### src/rtl/id_exe_pipe_reg.sv
// ID->EXE pipeline buffer: valid/ready handshake with a 2-entry skid buffer and branch flush.
// Optional stall counter enabled by defining ID_EXE_STALL_CNT_EN.
module id_exe_pipe_reg #(
    parameter int DATA_W = 32,
    parameter int REG_AW = 4
) (
    input  logic              clk,
    input  logic              rst,
    input  logic              flush,
    input  logic              in_valid,
    output logic              in_ready,
    input  logic [DATA_W-1:0] in_pc,
    input  logic [DATA_W-1:0] in_val_rn,
    input  logic [DATA_W-1:0] in_val_rm,
    input  logic [11:0]       in_shift_operand,
    input  logic              in_imm,
    input  logic [3:0]        in_exe_cmd,
    input  logic              in_mem_r_en,
    input  logic              in_mem_w_en,
    input  logic              in_wb_en,
    input  logic              in_s,
    input  logic              in_b,
    input  logic [3:0]        in_status,
    input  logic [REG_AW-1:0] in_dest,
    input  logic [REG_AW-1:0] in_src1,
    input  logic [REG_AW-1:0] in_src2,
    output logic              out_valid,
    input  logic              out_ready,
    output logic [DATA_W-1:0] out_pc,
    output logic [DATA_W-1:0] out_val_rn,
    output logic [DATA_W-1:0] out_val_rm,
    output logic [11:0]       out_shift_operand,
    output logic              out_imm,
    output logic [3:0]        out_exe_cmd,
    output logic              out_mem_r_en,
    output logic              out_mem_w_en,
    output logic              out_wb_en,
    output logic              out_s,
    output logic              out_b,
    output logic [3:0]        out_status,
    output logic [REG_AW-1:0] out_dest,
    output logic [REG_AW-1:0] out_src1,
    output logic [REG_AW-1:0] out_src2,
    output logic              out_select,
`ifdef ID_EXE_STALL_CNT_EN
    input  logic              stall_cnt_clr,
    output logic [31:0]       stall_cnt,
`endif
    output logic [1:0]        occupancy
);

    typedef struct packed {
        logic [DATA_W-1:0] pc;
        logic [DATA_W-1:0] valRn;
        logic [DATA_W-1:0] valRm;
        logic [11:0]       shiftOperand;
        logic              imm;
        logic [3:0]        exeCmd;
        logic              memREn;
        logic              memWEn;
        logic              wbEn;
        logic              s;
        logic              b;
        logic [3:0]        status;
        logic [REG_AW-1:0] dest;
        logic [REG_AW-1:0] src1;
        logic [REG_AW-1:0] src2;
    } bundle_t;

    bundle_t inBundle;
    bundle_t mainData_q, mainData_d;
    bundle_t skidData_q, skidData_d;
    logic    mainValid_q, mainValid_d;
    logic    skidValid_q, skidValid_d;
    logic    accept;
    logic    drain;

    always_comb begin
        inBundle.pc           = in_pc;
        inBundle.valRn        = in_val_rn;
        inBundle.valRm        = in_val_rm;
        inBundle.shiftOperand = in_shift_operand;
        inBundle.imm          = in_imm;
        inBundle.exeCmd       = in_exe_cmd;
        inBundle.memREn       = in_mem_r_en;
        inBundle.memWEn       = in_mem_w_en;
        inBundle.wbEn         = in_wb_en;
        inBundle.s            = in_s;
        inBundle.b            = in_b;
        inBundle.status       = in_status;
        inBundle.dest         = in_dest;
        inBundle.src1         = in_src1;
        inBundle.src2         = in_src2;
    end

    // in_ready depends only on registered state and reset, never on out_ready.
    assign in_ready = rst & ~skidValid_q;
    assign accept   = in_valid & in_ready;
    assign drain    = mainValid_q & out_ready;

    always_comb begin
        mainValid_d = mainValid_q;
        skidValid_d = skidValid_q;
        mainData_d  = mainData_q;
        skidData_d  = skidData_q;
        if (flush) begin
            mainValid_d = 1'b0;
            skidValid_d = 1'b0;
        end else if (skidValid_q && drain) begin
            mainData_d  = skidData_q;
            skidValid_d = 1'b0;
        end else if (!skidValid_q && accept && (!mainValid_q || drain)) begin
            mainData_d  = inBundle;
            mainValid_d = 1'b1;
        end else if (!skidValid_q && accept && mainValid_q && !drain) begin
            skidData_d  = inBundle;
            skidValid_d = 1'b1;
        end else if (!skidValid_q && drain) begin
            mainValid_d = 1'b0;
        end
    end

    always_ff @(posedge clk) begin
        if (!rst) begin
            mainValid_q <= 1'b0;
            skidValid_q <= 1'b0;
            mainData_q  <= '0;
            skidData_q  <= '0;
        end else begin
            mainValid_q <= mainValid_d;
            skidValid_q <= skidValid_d;
            mainData_q  <= mainData_d;
            skidData_q  <= skidData_d;
        end
    end

    assign out_valid         = mainValid_q;
    assign out_pc            = mainData_q.pc;
    assign out_val_rn        = mainData_q.valRn;
    assign out_val_rm        = mainData_q.valRm;
    assign out_shift_operand = mainData_q.shiftOperand;
    assign out_imm           = mainData_q.imm;
    assign out_exe_cmd       = mainData_q.exeCmd;
    assign out_status        = mainData_q.status;
    assign out_dest          = mainData_q.dest;
    assign out_src1          = mainData_q.src1;
    assign out_src2          = mainData_q.src2;

    // State-changing controls are masked so a bubble can never write anything.
    assign out_mem_r_en = mainValid_q & mainData_q.memREn;
    assign out_mem_w_en = mainValid_q & mainData_q.memWEn;
    assign out_wb_en    = mainValid_q & mainData_q.wbEn;
    assign out_s        = mainValid_q & mainData_q.s;
    assign out_b        = mainValid_q & mainData_q.b;
    assign out_select   = mainValid_q & (mainData_q.memREn | mainData_q.memWEn);

    assign occupancy = 2'(mainValid_q) + 2'(skidValid_q);

    skidImpliesMain: assert property (@(posedge clk) disable iff (!rst) skidValid_q |-> mainValid_q);

`ifdef ID_EXE_STALL_CNT_EN
    logic [31:0] stallCnt_q, stallCnt_d;

    always_comb begin
        stallCnt_d = stallCnt_q;
        if (stall_cnt_clr) begin
            stallCnt_d = '0;
        end else if (mainValid_q && !out_ready && stallCnt_q != 32'hFFFF_FFFF) begin
            stallCnt_d = stallCnt_q + 32'd1;
        end
    end

    always_ff @(posedge clk) begin
        if (!rst) begin
            stallCnt_q <= '0;
        end else begin
            stallCnt_q <= stallCnt_d;
        end
    end

    assign stall_cnt = stallCnt_q;
`endif

endmodule

### config.mk
export PLATFORM = sky130hd
export DESIGN_NAME = id_exe_pipe_reg
export DESIGN_NICKNAME = d
export VERILOG_FILES = /design/src/rtl/id_exe_pipe_reg.sv
export SDC_FILE = /design/constraint.sdc
export NUM_CORES = 1
export LEC_CHECK = 0
export CAP_MARGIN = 25
export CORE_ASPECT_RATIO = 0.6
export CORE_UTILIZATION = 63
export CTS_CLUSTER_DIAMETER = 150
export DETAILED_ROUTE_END_ITERATION = 8
export DONT_BUFFER_PORTS = 1
export PLACE_DENSITY = 0.75
export SYNTH_ARGS = -nofsm -noshare
export SYNTH_HDL_FRONTEND = slang
export SYNTH_SLANG_ARGS = --single-unit
### constraint.sdc
create_clock -name clk -period 2.25 [get_ports clk]
set_clock_uncertainty 0.1 [all_clocks]
set_input_delay 0.225 -clock clk [delete_from_list [all_inputs] [get_ports clk]]
set_output_delay 0.225 -clock clk [all_outputs]
set_load 0.03 [all_outputs]
# After elaboration in Yosys (flattened, before gate mapping)
# Index checks and enable logic that the tools add are counted.
word_totals:
  reg_bits: 270
  inputBits: 139
  output_inout_bits: 139
  word_cells: 72
op_classes:
  addsub: 1
  eq_ne: 1
  n_mux: 5
  bitwise: 15
  reduce_logical: 18
op_table:
  columns: ["operator", "count"]
  rows:
  - ["134-bit two-way mux", 2]
  - ["1-bit AND", 9]
  - ["1-bit logical AND", 6]
  - ["1-bit inverter", 5]
  - ["2-bit AND reduction", 2]
  - ["4-bit AND reduction", 1]
  - ["2-bit nonzero test", 2]
  - ["1-bit logical NOT", 3]
  - ["1-bit two-way mux", 3]
  - ["3-bit AND reduction", 1]
  - ["3-bit OR reduction", 1]
  - ["1-bit by 1-bit adder with 2-bit output", 1]
  - ["2-bit inequality test (second input constant)", 1]
  - ["2-bit OR reduction", 1]
  - ["1-bit logical OR", 1]
  - ["1-bit OR", 1]

# Longest topological paths before layout
# Gate-level depths: netlist (run 1).
logic_depth:
  word_depth: 8
  depth_mapped: 8
  ltp_nobuf: 4

# Least setup slack after synthesis (run 1)
# Ideal clock, no wire load.
synth_timing:
  path_type: "register -> register"
  from: "register mainValid_q, in the netlist out_valid"
  to: "register mainData_q (netlist bit out_exe_cmd[0])"
  setup_time_ns: 0.122
  arrival_ns: 1.605
  required_ns: 2.028
  slack_ns: 0.424
  path_stages_with_launch: 8
  path_buffers: 4
  synth_period_minus_slack_ns: 1.826
  cell_sequence: "dfxtp_1 buf_2 nand3_1 buf_4 buf_4 buf_2 mux2i_1 a21oi_1"
synth_between:
  elab_chain_len: 5
  elab_cells_between_ends: 8
  cone_classes: "mux (1); bitwise (1); reduce/logical (6)"
synth_rtl:
  columns: ["element", "line_no", "rtl"]
  rows:
  - ["from (decl)", "73", "logic mainValid_q, mainValid_d;"]
  - ["from (signal assigned)", "130", "mainValid_q <= mainValid_d;"]
  - ["1-bit AND or 1-bit logical NOT (tied branches)", "99, 112", null]
  - ["1-bit logical OR", "112", "end else if (!skidValid_q && accept && (!mainValid_q || drain)) begin"]
  - ["1-bit logical AND", "112", null]
  - ["2-bit nonzero test (no source line)", null, null]
  - ["2-bit AND reduction (no source line)", null, null]
  - ["to (signal assigned)", "132", "mainData_q <= mainData_d;"]
  - ["to (decl)", "71", "bundle_t mainData_q, mainData_d;"]
# Parallel ways exist; a longest one is shown, timed or not.
# A chain may end at the register's enable or synchronous reset.

# Worst setup path in the final report (run 1)
layout_timing:
  from: "register skidValid_q"
  to: "register mainData_q (netlist bit out_val_rn[24])"
layout_between:
  elab_chain_len: 7
  elab_cells_between_ends: 10
  cone_classes: "mux (1); bitwise (3); reduce/logical (6)"
layout_rtl:
  columns: ["element", "line_no", "rtl"]
  rows:
  - ["from (decl)", "74", "logic skidValid_q, skidValid_d;"]
  - ["from (signal assigned)", "131", "skidValid_q <= skidValid_d;"]
  - ["1-bit inverter", "97", "assign in_ready = rst & ~skidValid_q;"]
  - ["1-bit AND", "97", null]
  - ["1-bit AND", "98", "assign accept = in_valid & in_ready;"]
  - ["1-bit logical AND (2 in a row)", "112", null]
  - ["2-bit nonzero test (no source line)", null, null]
  - ["2-bit AND reduction (no source line)", null, null]
# Parallel ways exist; a longest one is shown, timed or not.

==> PnR_summary.wiki, run 1 <==
{| class="wikitable"
! Metric !! Value
|-
| Core Region || 18200 um2
|-
| Max Clock Freq || 494 MHz
|-
| Synth Instances || 1328
|-
| Transition time of the tightest slew-check pin || 715 ps
|-
| Final period util || 0.899
|-
| Final-report hold violation count || 267
|-
| Number of fillers in the final layout || 1262
|-
| Via count of the routed design || 8730
|-
| Violations in the final reports || hold timing
|-
| Port bufs || 0
|-
| Setup fix buffers added after clock tree synthesis || 0
|-
| Pin count of the biggest net entering global routing || 272
|-
| Worst-path fanout max || 128
|-
| Clock latency on the worst-skew pair || 510 ps
|-
| Max transition margin || 0.522
|-
| Number of endpoints failing setup at the final stage || 0
|-
| Overall die height || 108 um
|-
| Total clock sinks || 270
|-
| Initial standard-cell utilization of the core || 0.647
|-
| Critical path, cell by cell || nand2_1 > a221oi_4 > buf_12 > o21ai_0 > a21oi_1
|-
| Synth warn || 0
|-
| Min Clock Period, post-route || 2020 ps
|-
| Power per Cell Area || 792 nW/um2
|-
| Proportion of synthesized chip area in sequential cells || 0.460
|-
| CTS tree || done
|-
| Number of design rule violations left after detail routing || 0
|-
| Number of H-tree branching levels || 1
|-
| Synth Net Count || 1468
|-
| Clock root buffer master || clkbuf_16
|-
| Clock-pin slew on the worst setup and hold paths || 70 ps
|-
| Max-slew violation count || 0
|-
| Nature of the critical path endpoint || flop
|-
| Number of CTS-inserted buffers || 24
|-
| Total design power || 10.5 mW
|-
| 1st-iter DRT viols || 747
|-
| Initial antenna violation count || 1
|-
| Static Leakage || 5.67 nW
|-
| Number of distinct library cell variants in the gate-level netlist after synthesis || 26
|-
| Cell area after synthesis || 11800 um2
|-
| Worst Hold Class || primary input to flop
|-
| RSZ-0062 raised after global routing || no
|-
| CP Launch Type || flop
|-
| Total congestion overflow || 0
|-
| Overall die area || 19200 um2
|-
| Fraction of layout instances using a drive strength above 1 || 0.0546
|-
| Fraction of synthesized cell area taken by the top area cell type || 0.460
|-
| CTS Hold Bufs || 138
|-
| Maximum ir drop on the vdd rail || 622 uV
|-
| # IOs || 278
|-
| Net total in the final layout || 1425
|-
| MaxCap Viol Count || 0
|-
| Final Instance Count excl. Fillers || 1542
|-
| Sequential Area || 5410 um2
|-
| Post-route ant nets || 0
|-
| Global-route wire length before repair || 41500 um
|-
| Global-route total usage across every layer || 0.263
|-
| CP Data Required Time || 2580 ps
|-
| Placer congestion estimate || 0.771
|-
| Number of storage elements in the synthesis netlist || 270
|-
| Sum of net half-perimeters after detailed placement || 14900 um
|-
| Ranking of synthesized cells by area || dfxtp_1 46%, mux2i_1 11%, buf_4 9.1%
|-
| Run status || complete, but fails checks
|-
| Leading cell types in the layout, fill and taps excluded || 270 x dfxtp_1, 269 x nand2_1, 138 x dlygate4sd3_1
|-
| Via density per instance || 5.66
|-
| Placed cells || 1361
|-
| Largest stage delay on the critical path || 500 ps
|-
| Slowest CP cell || dfxtp_1
|-
| Total area of multi-input combinational cells || 4880 um2
|-
| Most frequent standard cell in the layout excluding fill and tap cells || dfxtp_1
|-
| DIE WIDTH || 178 um
|-
| Post-cts sizing count || 0
|-
| Setup Crit Path Kind || flop to flop
|-
| Average cell area after synthesis || 8.85 um2
|-
| Routed wire per std cell || 17.3 um
|-
| Synth-to-Final Area Change || 12.3%
|-
| Endpoint arrival time on the critical path || 2350 ps
|-
| Row Count || 38
|-
| Via count of the first global-routing pass || 8194
|-
| Drt pass-1 iters || 4
|-
| Final TNS setup || 0 ps
|-
| Bufs on Longest Clock Path || 3
|-
| Cell type with the highest aggregate area in the netlist || dfxtp_1
|-
| Wire length after detailed routing || 26700 um
|-
| Hold_ws || -225 ps
|}
-- worst paths after layout --
kind | to | slack, ps | from | cells after the start
setup / recovery | out_val_rn[24] | 230 | skidValid_q | 5
hold / removal | out_pc[5] | -230 | rst | 2
setup reg to reg | out_val_rn[24] | 230 | skidValid_q | 5
hold reg to reg | skidData_q[121] | 350 | skidData_q[121] | 2
-- layout make-up --
cell class,count,share of cell area
repair buffers,163,0.131
well taps,240,0.0227
clock buffers,29,0.0500
diodes,1,0.000190
multi-input cells,825,0.370
clock inverters,13,0.0166
inverters,1,0.000284
flip-flops and latches,270,0.409
-- synthesized netlist by cell type, drive strengths merged --
| master | instances |
|---|---|
| a21boi | 134 |
| nand3b | 1 |
| ha | 1 |
| nor2b | 1 |
| a21oi | 136 |
| o21ai | 135 |
| nand2b | 3 |
| mux2i | 134 |
| or2 | 1 |
| nor3 | 1 |
| and2 | 5 |
| nand2 | 269 |
| dfxtp | 270 |
| inv | 1 |
| buf | 191 |
| a211oi | 1 |
| clkbuf | 41 |
| a221oi | 1 |
| nand3 | 1 |
| or3 | 1 |
-- stage by stage --
stage | instance area [um2] | util | setup WS (ps)
finish | 13200 | 0.727 | 227
global route | 13200 | 0.727 | 108
CTS | 13200 | 0.727 | 240
detailed placement | 10900 | 0.602 | 342
global placement | 10900 | 0.602 | 370
floorplan | 11800 | - | 424
-- metal layers --
metal	wire, um	share of wire	up-vias	GRT usage
met5	0	0	-	0
met4	453	0.017	0	0.0642
met3	2050	0.077	38	0.0710
met2	12400	0.47	268	0.435
met1	11700	0.44	4121	0.342
li1	-	-	4303	-
-- state kept, by name, indices dropped and copies added, names as in the netlist --
| register | cells |
|---|---|
| out_exe_cmd | 4 |
| out_src1 | 4 |
| skidData_q | 134 |
| out_pc | 32 |
| out_status | 4 |
| out_valid | 1 |
| skidValid_q | 1 |
| out_src2 | 4 |
| out_val_rm | 32 |
| out_dest | 4 |
| mainData_q | 5 |
| out_imm | 1 |
| out_shift_operand | 12 |
| out_val_rn | 32 |
-- critical path, delay by kind of cell, from the launching register on --
kind / cells / cell delay [ps]
compound gates: 3 / 720
buf+inv: 1 / 440
flops: 1 / 500
simple gates: 1 / 150
-- power by group --
part / switching, mW / internal, mW / total [mW]
clock: 1.79 / 2.78 / 4.57
sequential: 0.354 / 4.92 / 5.27
combinational: 0.275 / 0.332 / 0.607
total: 2.42 / 8.03 / 10.5
-- logic make-up (layout without fill, tap and decap cells) --
group	after synthesis	count (layout)	share of synthesized area
adder cells (fa/ha/maj)	1	1	0.00106
other	0	1	0
AO/OA/AOI/OAI	407	407	0.204
flip-flops	270	270	0.460
buffers and inverters	233	206	0.127
AND/OR/NAND/NOR	283	283	0.0948
multiplexers	134	134	0.114
No activity file was read; power rests on OpenSTA's default activity.
==> inputs of run 2 (changes only) <==
Settings changed: CAP_MARGIN 25 to 20, SETUP_SLACK_MARGIN set to 0.3.
==> PnR_summary.wiki, run 2 (synthesis results as in run 1) <==
{| class="wikitable"
! Metric !! Value
|-
| Run status || complete, but fails checks
|-
| Beginning of the critical path || out_valid
|-
| Critical path, cell by cell || nand2b_1 > or3_4 > buf_16 > nand2_1 > a21boi_0
|-
| Overall die area || 19200 um2 (unchanged)
|-
| Final TNS setup || 0 ps (unchanged)
|-
| Leading cell types in the layout, fill and taps excluded || 269 x nand2_1, 269 x dfxtp_1, 138 x dlygate4sd3_1
|-
| Power per Cell Area || 787 nW/um2 (-0.51%)
|-
| Port bufs || 0 (unchanged)
|-
| Final period util || 0.844 (-0.0548)
|-
| Worst-path fanout max || 134 (+4.7%)
|-
| Hold_ws || -234 ps (-9.08 ps)
|-
| Number of fillers in the final layout || 1254 (-0.63%)
|-
| Max transition margin || 0.516 (-0.00597)
|-
| Total design power || 10.5 mW (+0.15%)
|-
| # IOs || 278 (unchanged)
|-
| Net total in the final layout || 1432 (+0.49%)
|-
| Fraction of layout instances using a drive strength above 1 || 0.0604 (+0.00582)
|-
| Count of buffering cells on the critical path with inverters included || 1 (unchanged)
|-
| Static Leakage || 5.72 nW (+0.76%)
|-
| Nature of the critical path endpoint || flop
|-
| Endpoint arrival time on the critical path || 2190 ps (-160 ps)
|-
| Number of CTS-inserted buffers || 24 (unchanged)
|-
| CP Data Required Time || 2540 ps (-40 ps)
|-
| Via count of the first global-routing pass || 8337 (+1.7%)
|-
| Final-report hold violation count || 216 (-19%)
|-
| MaxCap Viol Count || 0 (unchanged)
|-
| Worst path top cell family by delay || simple AND/OR/NAND/NOR gates
|-
| Max Clock Freq || 526 MHz (+6.5%)
|-
| Sum of net half-perimeters after detailed placement || 14900 um (unchanged)
|-
| Start of the worst register-to-register path || out_valid
|-
| Routed wire per std cell || 17.5 um (+1.5%)
|-
| Initial antenna violation count || 0 (-1)
|-
| Total congestion overflow || 0 (unchanged)
|-
| Flip-flop count of the largest register after layout || 134 (unchanged)
|-
| Bufs on Longest Clock Path || 3 (unchanged)
|-
| Wire length after detailed routing || 27200 um (+1.9%)
|-
| Core Region || 18200 um2 (unchanged)
|-
| Diodes inserted || 0 (-1)
|-
| Number of endpoints failing setup at the final stage || 0 (unchanged)
|-
| Slowest CP cell || dfxtp_1
|-
| Worst Hold Class || primary input to flop
|-
| Placer congestion estimate || 0.771 (unchanged)
|-
| 1st-iter DRT viols || 687 (-8.0%)
|-
| Setup Crit Path Kind || flop to flop
|-
| Transition time of the tightest slew-check pin || 724 ps (+8.93 ps)
|-
| Via density per instance || 5.64 (-0.31%)
|-
| Synth-to-Final Area Change || 13.1%
|-
| Global-route total usage across every layer || 0.269 (+0.00527)
|-
| CTS Hold Bufs || 138 (unchanged)
|-
| DIE WIDTH || 178 um (unchanged)
|-
| Number of H-tree branching levels || 1 (unchanged)
|-
| Post-route ant nets || 0 (unchanged)
|-
| Clock root buffer master || clkbuf_16
|-
| Hold_sp || rst
|-
| Number of design rule violations left after detail routing || 0 (unchanged)
|-
| Pin count of the biggest net entering global routing || 272 (unchanged)
|-
| Clock latency on the worst-skew pair || 510 ps (about the same)
|-
| Violations in the final reports || hold timing
|-
| RSZ-0062 raised after global routing || yes
|-
| Largest stage delay on the critical path || 430 ps (-70 ps)
|-
| Clock-pin slew on the worst setup and hold paths || 60 ps (about the same)
|-
| Maximum ir drop on the vdd rail || 623 uV (about the same)
|-
| Overall die height || 108 um (unchanged)
|-
| Max-slew violation count || 0 (unchanged)
|-
| Total clock sinks || 270 (unchanged)
|-
| Drt pass-1 iters || 5 (+1)
|-
| Via count of the routed design || 8737 (+0.080%)
|-
| CP Launch Type || flop
|-
| Largest register by flop count || skidData_q
|-
| Global-route wire length before repair || 42300 um (+2.0%)
|-
| CTS tree || done
|-
| Row Count || 38 (unchanged)
|-
| Initial standard-cell utilization of the core || 0.647 (unchanged)
|-
| Min Clock Period, post-route || 1900 ps (-123 ps)
|}
run 2: changes by cell type in the layout (fill, tap and decap cells not counted):
cell and change:
dfxtp_2 +1, or2_2 -1, buf_4 +4, buf_16 +2, or2_4 +1, buf_6 +2
buf_12 -1, dfxtp_1 -1, diode_2 -1
run 2: area by class of cell:
class                           instances  area [um2]  share of cell area
Timing Repair Buffer                  170        1820               0.137
Sequential cell                       270        5410               0.407
Clock inverter                         13         219              0.0165
Clock buffer                           29         661              0.0497
Inverter                                1        3.75            0.000282
Multi-Input combinational cell        825        4880               0.367
Tap cell                              240         300              0.0226
run 2: where the power goes:
part / total [mW] / internal [mW] / leakage, nW / switching, mW
clock network: 4.57 / 2.78 / 0.438 / 1.79
logic: 0.622 / 0.340 / 3.09 / 0.282
registers: 5.27 / 4.92 / 2.19 / 0.354
total: 10.5 / 8.04 / 5.72 / 2.43
run 2: routing by layer:
metal	GRT usage	wire length [um]
met5	0	0
met4	0.0654	442
met3	0.0717	2120
met2	0.438	12700
met1	0.353	11900
run 2: path summary, 6_finish.rpt:
kind,end,slack [ps],cells past startpoint
hold / removal,out_pc[4],-230,2
setup reg to reg,skidData_q[54],350,5
setup / recovery,skidData_q[54],350,5
hold reg to reg,skidData_q[121],350,2
run 2: timing repair:
action	CTS	global route
endpoints found under the setup margin	2	48
buffers inserted	0	6
pin swaps	0	2
hold endpoints to repair	270	268
resized for setup	2	4
gates cloned	1	0
run 2: metrics by stage:
step                worst slack (ps)  hold slack, ps  instances  instance area (um2)   util
global route                     277            -250       1548                13300  0.732
CTS                              304            -256       1542                13200  0.729
detailed placement               342             232       1361                10900  0.602
finish                           350            -234       1548                13300  0.732
floorplan                        424             225       1328                11800      -
global placement                 370             232       1361                10900  0.602
run 2: worst reg2reg max path: stages (launching register included):
cell,delay [ps]
dfxtp_1,430
nand2b_1,150
or3_4,410
buf_16,280
nand2_1,300
a21boi_0,100
==> inputs of run 3 (changes only) <==
Clock period 2.25 ns to 1.8 ns, I/O delays scaled along.
==> PnR_summary.wiki, run 3 (synthesis results as in run 1) <==
{| class="wikitable"
! Metric !! Value
|-
| Total design power || 12.7 mW (+21%)
|-
| Final-report hold violation count || 128 (-41%)
|-
| Worst-path fanout max || 10 (-93%)
|-
| Max Clock Freq || 566 MHz (+7.5%)
|-
| Wire length after detailed routing || 31900 um (+17%)
|-
| Transition time of the tightest slew-check pin || 480 ps (-244 ps)
|-
| Hold_sp || rst
|-
| Number of endpoints failing setup at the final stage || 0 (unchanged)
|-
| Most frequent standard cell in the layout excluding fill and tap cells || nand2_1
|-
| Leading cell types in the layout, fill and taps excluded || 269 x nand2_1, 268 x dfxtp_1, 138 x dlygate4sd3_1
|-
| Setup Crit Path Kind || flop to flop
|-
| Core Region || 18200 um2 (unchanged)
|-
| Nature of the critical path endpoint || flop
|-
| CP Launch Type || flop
|-
| Max transition margin || 0.680 (+0.164)
|-
| Flip-flop count of the largest register after layout || 134 (unchanged)
|-
| Initial antenna violation count || 3 (+3)
|-
| MaxCap Viol Count || 0 (unchanged)
|-
| # IOs || 278 (unchanged)
|-
| Max-slew violation count || 0 (unchanged)
|-
| Start of the worst register-to-register path || skidValid_q
|-
| Total congestion overflow || 0 (unchanged)
|-
| Static Leakage || 5.99 nW (+4.8%)
|-
| Number of fillers in the final layout || 1178 (-6.1%)
|-
| Placer congestion estimate || 0.739 (-4.1%)
|-
| Routed wire per std cell || 20.2 um (+15%)
|-
| Clock-pin slew on the worst setup and hold paths || 70 ps (about the same)
|-
| Endpoint with the worst hold slack || out_src1[1]
|-
| Total clock sinks || 270 (unchanged)
|-
| Post-route ant nets || 0 (unchanged)
|-
| Global-route wire length before repair || 43600 um (+3.1%)
|-
| Drt pass-1 iters || 5 (unchanged)
|-
| Number of design rule violations left after detail routing || 0 (unchanged)
|-
| Core occupancy in the finished layout || 0.765 (+0.0331)
|-
| Synth-to-Final Area Change || 18.2%
|-
| CP Data Required Time || 2140 ps (-400 ps)
|-
| Clock root buffer master || clkbuf_16
|-
| Layout Cell Area excl Fill || 13900 um2 (+4.5%)
|-
| Overall die area || 19200 um2 (unchanged)
|-
| Number of H-tree branching levels || 1 (unchanged)
|-
| 1st-iter DRT viols || 779 (+13%)
|-
| Pin count of the biggest net entering global routing || 272 (unchanged)
|-
| Via density per instance || 5.92 (+4.9%)
|-
| Clock latency on the worst-skew pair || 510 ps (about the same)
|-
| Bufs on Longest Clock Path || 3 (unchanged)
|-
| Power per Cell Area || 914 nW/um2 (+16%)
|-
| Worst Hold Class || primary input to flop
|-
| Total placed instance area || 10900 um2 (about the same)
|-
| Min Clock Period, post-route || 1770 ps (-132 ps)
|-
| Number of cells on the worst reg-to-reg path || 7 (+2)
|-
| Number of CTS-inserted buffers || 25 (+4.2%)
|-
| Row Count || 38 (unchanged)
|-
| Net total in the final layout || 1460 (+2.0%)
|-
| Fraction of layout instances using a drive strength above 1 || 0.0867 (+0.0263)
|-
| Endpoint arrival time on the critical path || 2110 ps (-80 ps)
|-
| Worst reg-to-reg setup slack || 30 ps (-320 ps)
|-
| Violations in the final reports || hold timing
|-
| Via count of the first global-routing pass || 8488 (+1.8%)
|-
| Global-route total usage across every layer || 0.279 (+0.0104)
|-
| Worst hold stages || 2 (unchanged)
|-
| DIE WIDTH || 178 um (unchanged)
|-
| Final period util || 0.982 (+0.138)
|-
| Port bufs || 0 (unchanged)
|-
| RSZ-0062 raised after global routing || yes
|-
| Run status || complete, but fails checks
|-
| Maximum ir drop on the vdd rail || 694 uV (+11%)
|-
| Overall die height || 108 um (unchanged)
|-
| Initial standard-cell utilization of the core || 0.647 (unchanged)
|-
| CTS tree || done
|-
| Largest register by flop count || skidData_q
|-
| Hold_ws || -282 ps (-47.7 ps)
|-
| Sum of net half-perimeters after detailed placement || 15100 um (+1.1%)
|-
| Worst R2R End || out_val_rm[1]
|-
| Via count of the routed design || 9365 (+7.2%)
|}
-- run 3: changes by cell type in the layout (fill, tap and decap cells not counted), moves of 3 or more --
cell       before  now
and2_4          0    3
clkbuf_8        2    8
buf_6           2    6
and2_1          5    2
buf_16          2    7
diode_2         0    4
clkbuf_16      25   39
buf_12         12   16
buf_4          16   13
buf_8           0    3
bufinv_16       6    0
-- run 3: repair_timing --
| action | in CTS | in global routing |
|---|---|---|
| gates cloned | 4 | 18 |
| setup endpoints to repair | 276 | 276 |
| hold buffers | 137 | 1 |
| hold endpoints to repair | 270 | 268 |
| resized for setup | 13 | 20 |
| setup buffers | 3 | 11 |
| pin swaps | 2 | 4 |
-- run 3: layout make-up --
| type | count | area [um2] | area share |
|---|---|---|---|
| sequential | 270 | 5410 | 0.389 |
| multi-input combinational | 825 | 4910 | 0.354 |
| timing repair buffer | 197 | 2450 | 0.177 |
| clock buffer | 34 | 739 | 0.0532 |
| tap | 240 | 300 | 0.0216 |
| clock inverter | 11 | 65.1 | 0.00468 |
| antenna | 4 | 10.0 | 0.000720 |
| inverter | 1 | 3.75 | 0.000270 |
-- run 3: worst max path at each step --
| stage | to | cells past startpoint | startpoint |
|---|---|---|---|
| finish | out_val_rm[1] | 7 | skidValid_q |
| global route | out_pc[2] | 7 | skidValid_q |
| CTS | out_val_rn[25] | 7 | skidValid_q |
| detailed placement | out_val_rn[25] | 6 | out_valid |
| global placement | out_pc[21] | 6 | out_valid |
| floorplan | skidData_q[128] | 7 | out_valid |
-- run 3: power breakdown --
group | switching [mW] | internal (mW) | total [mW] | leakage (nW)
sequential | 0.448 | 6.15 | 6.60 | 2.19
clock | 2.31 | 2.89 | 5.20 | 0.409
combinational | 0.401 | 0.511 | 0.912 | 3.39
total | 3.16 | 9.55 | 12.7 | 5.99
-- run 3: per-stage QoR --
step           instances  worst slack (ps)  setup TNS (ps)  hold WS [ps]
2_1_floorplan       1328               230               0           173
3_3_place_gp        1359               129               0           181
3_5_place_dp        1359              22.2               0           182
4_1_cts             1548              50.2               0          -300
5_1_grt             1581             -52.0            -480          -289
6_report            1582              32.1               0          -282
-- run 3: worst max-delay path, cell delays in order (launching register included) --
cell and delay (ps):
dfxtp_2 350, nand3b_1 210, a221oi_4 280, buf_6 170
buf_12 170, buf_6 160, o21ai_1 80, a21oi_1 160
-- run 3: metal layers --
| metal | part of all wire | GRT usage |
|---|---|---|
| met1 | 0.43 | 0.359 |
| met2 | 0.46 | 0.458 |
| met3 | 0.090 | 0.0791 |
| met4 | 0.025 | 0.0757 |
| met5 | 0 | 0 |
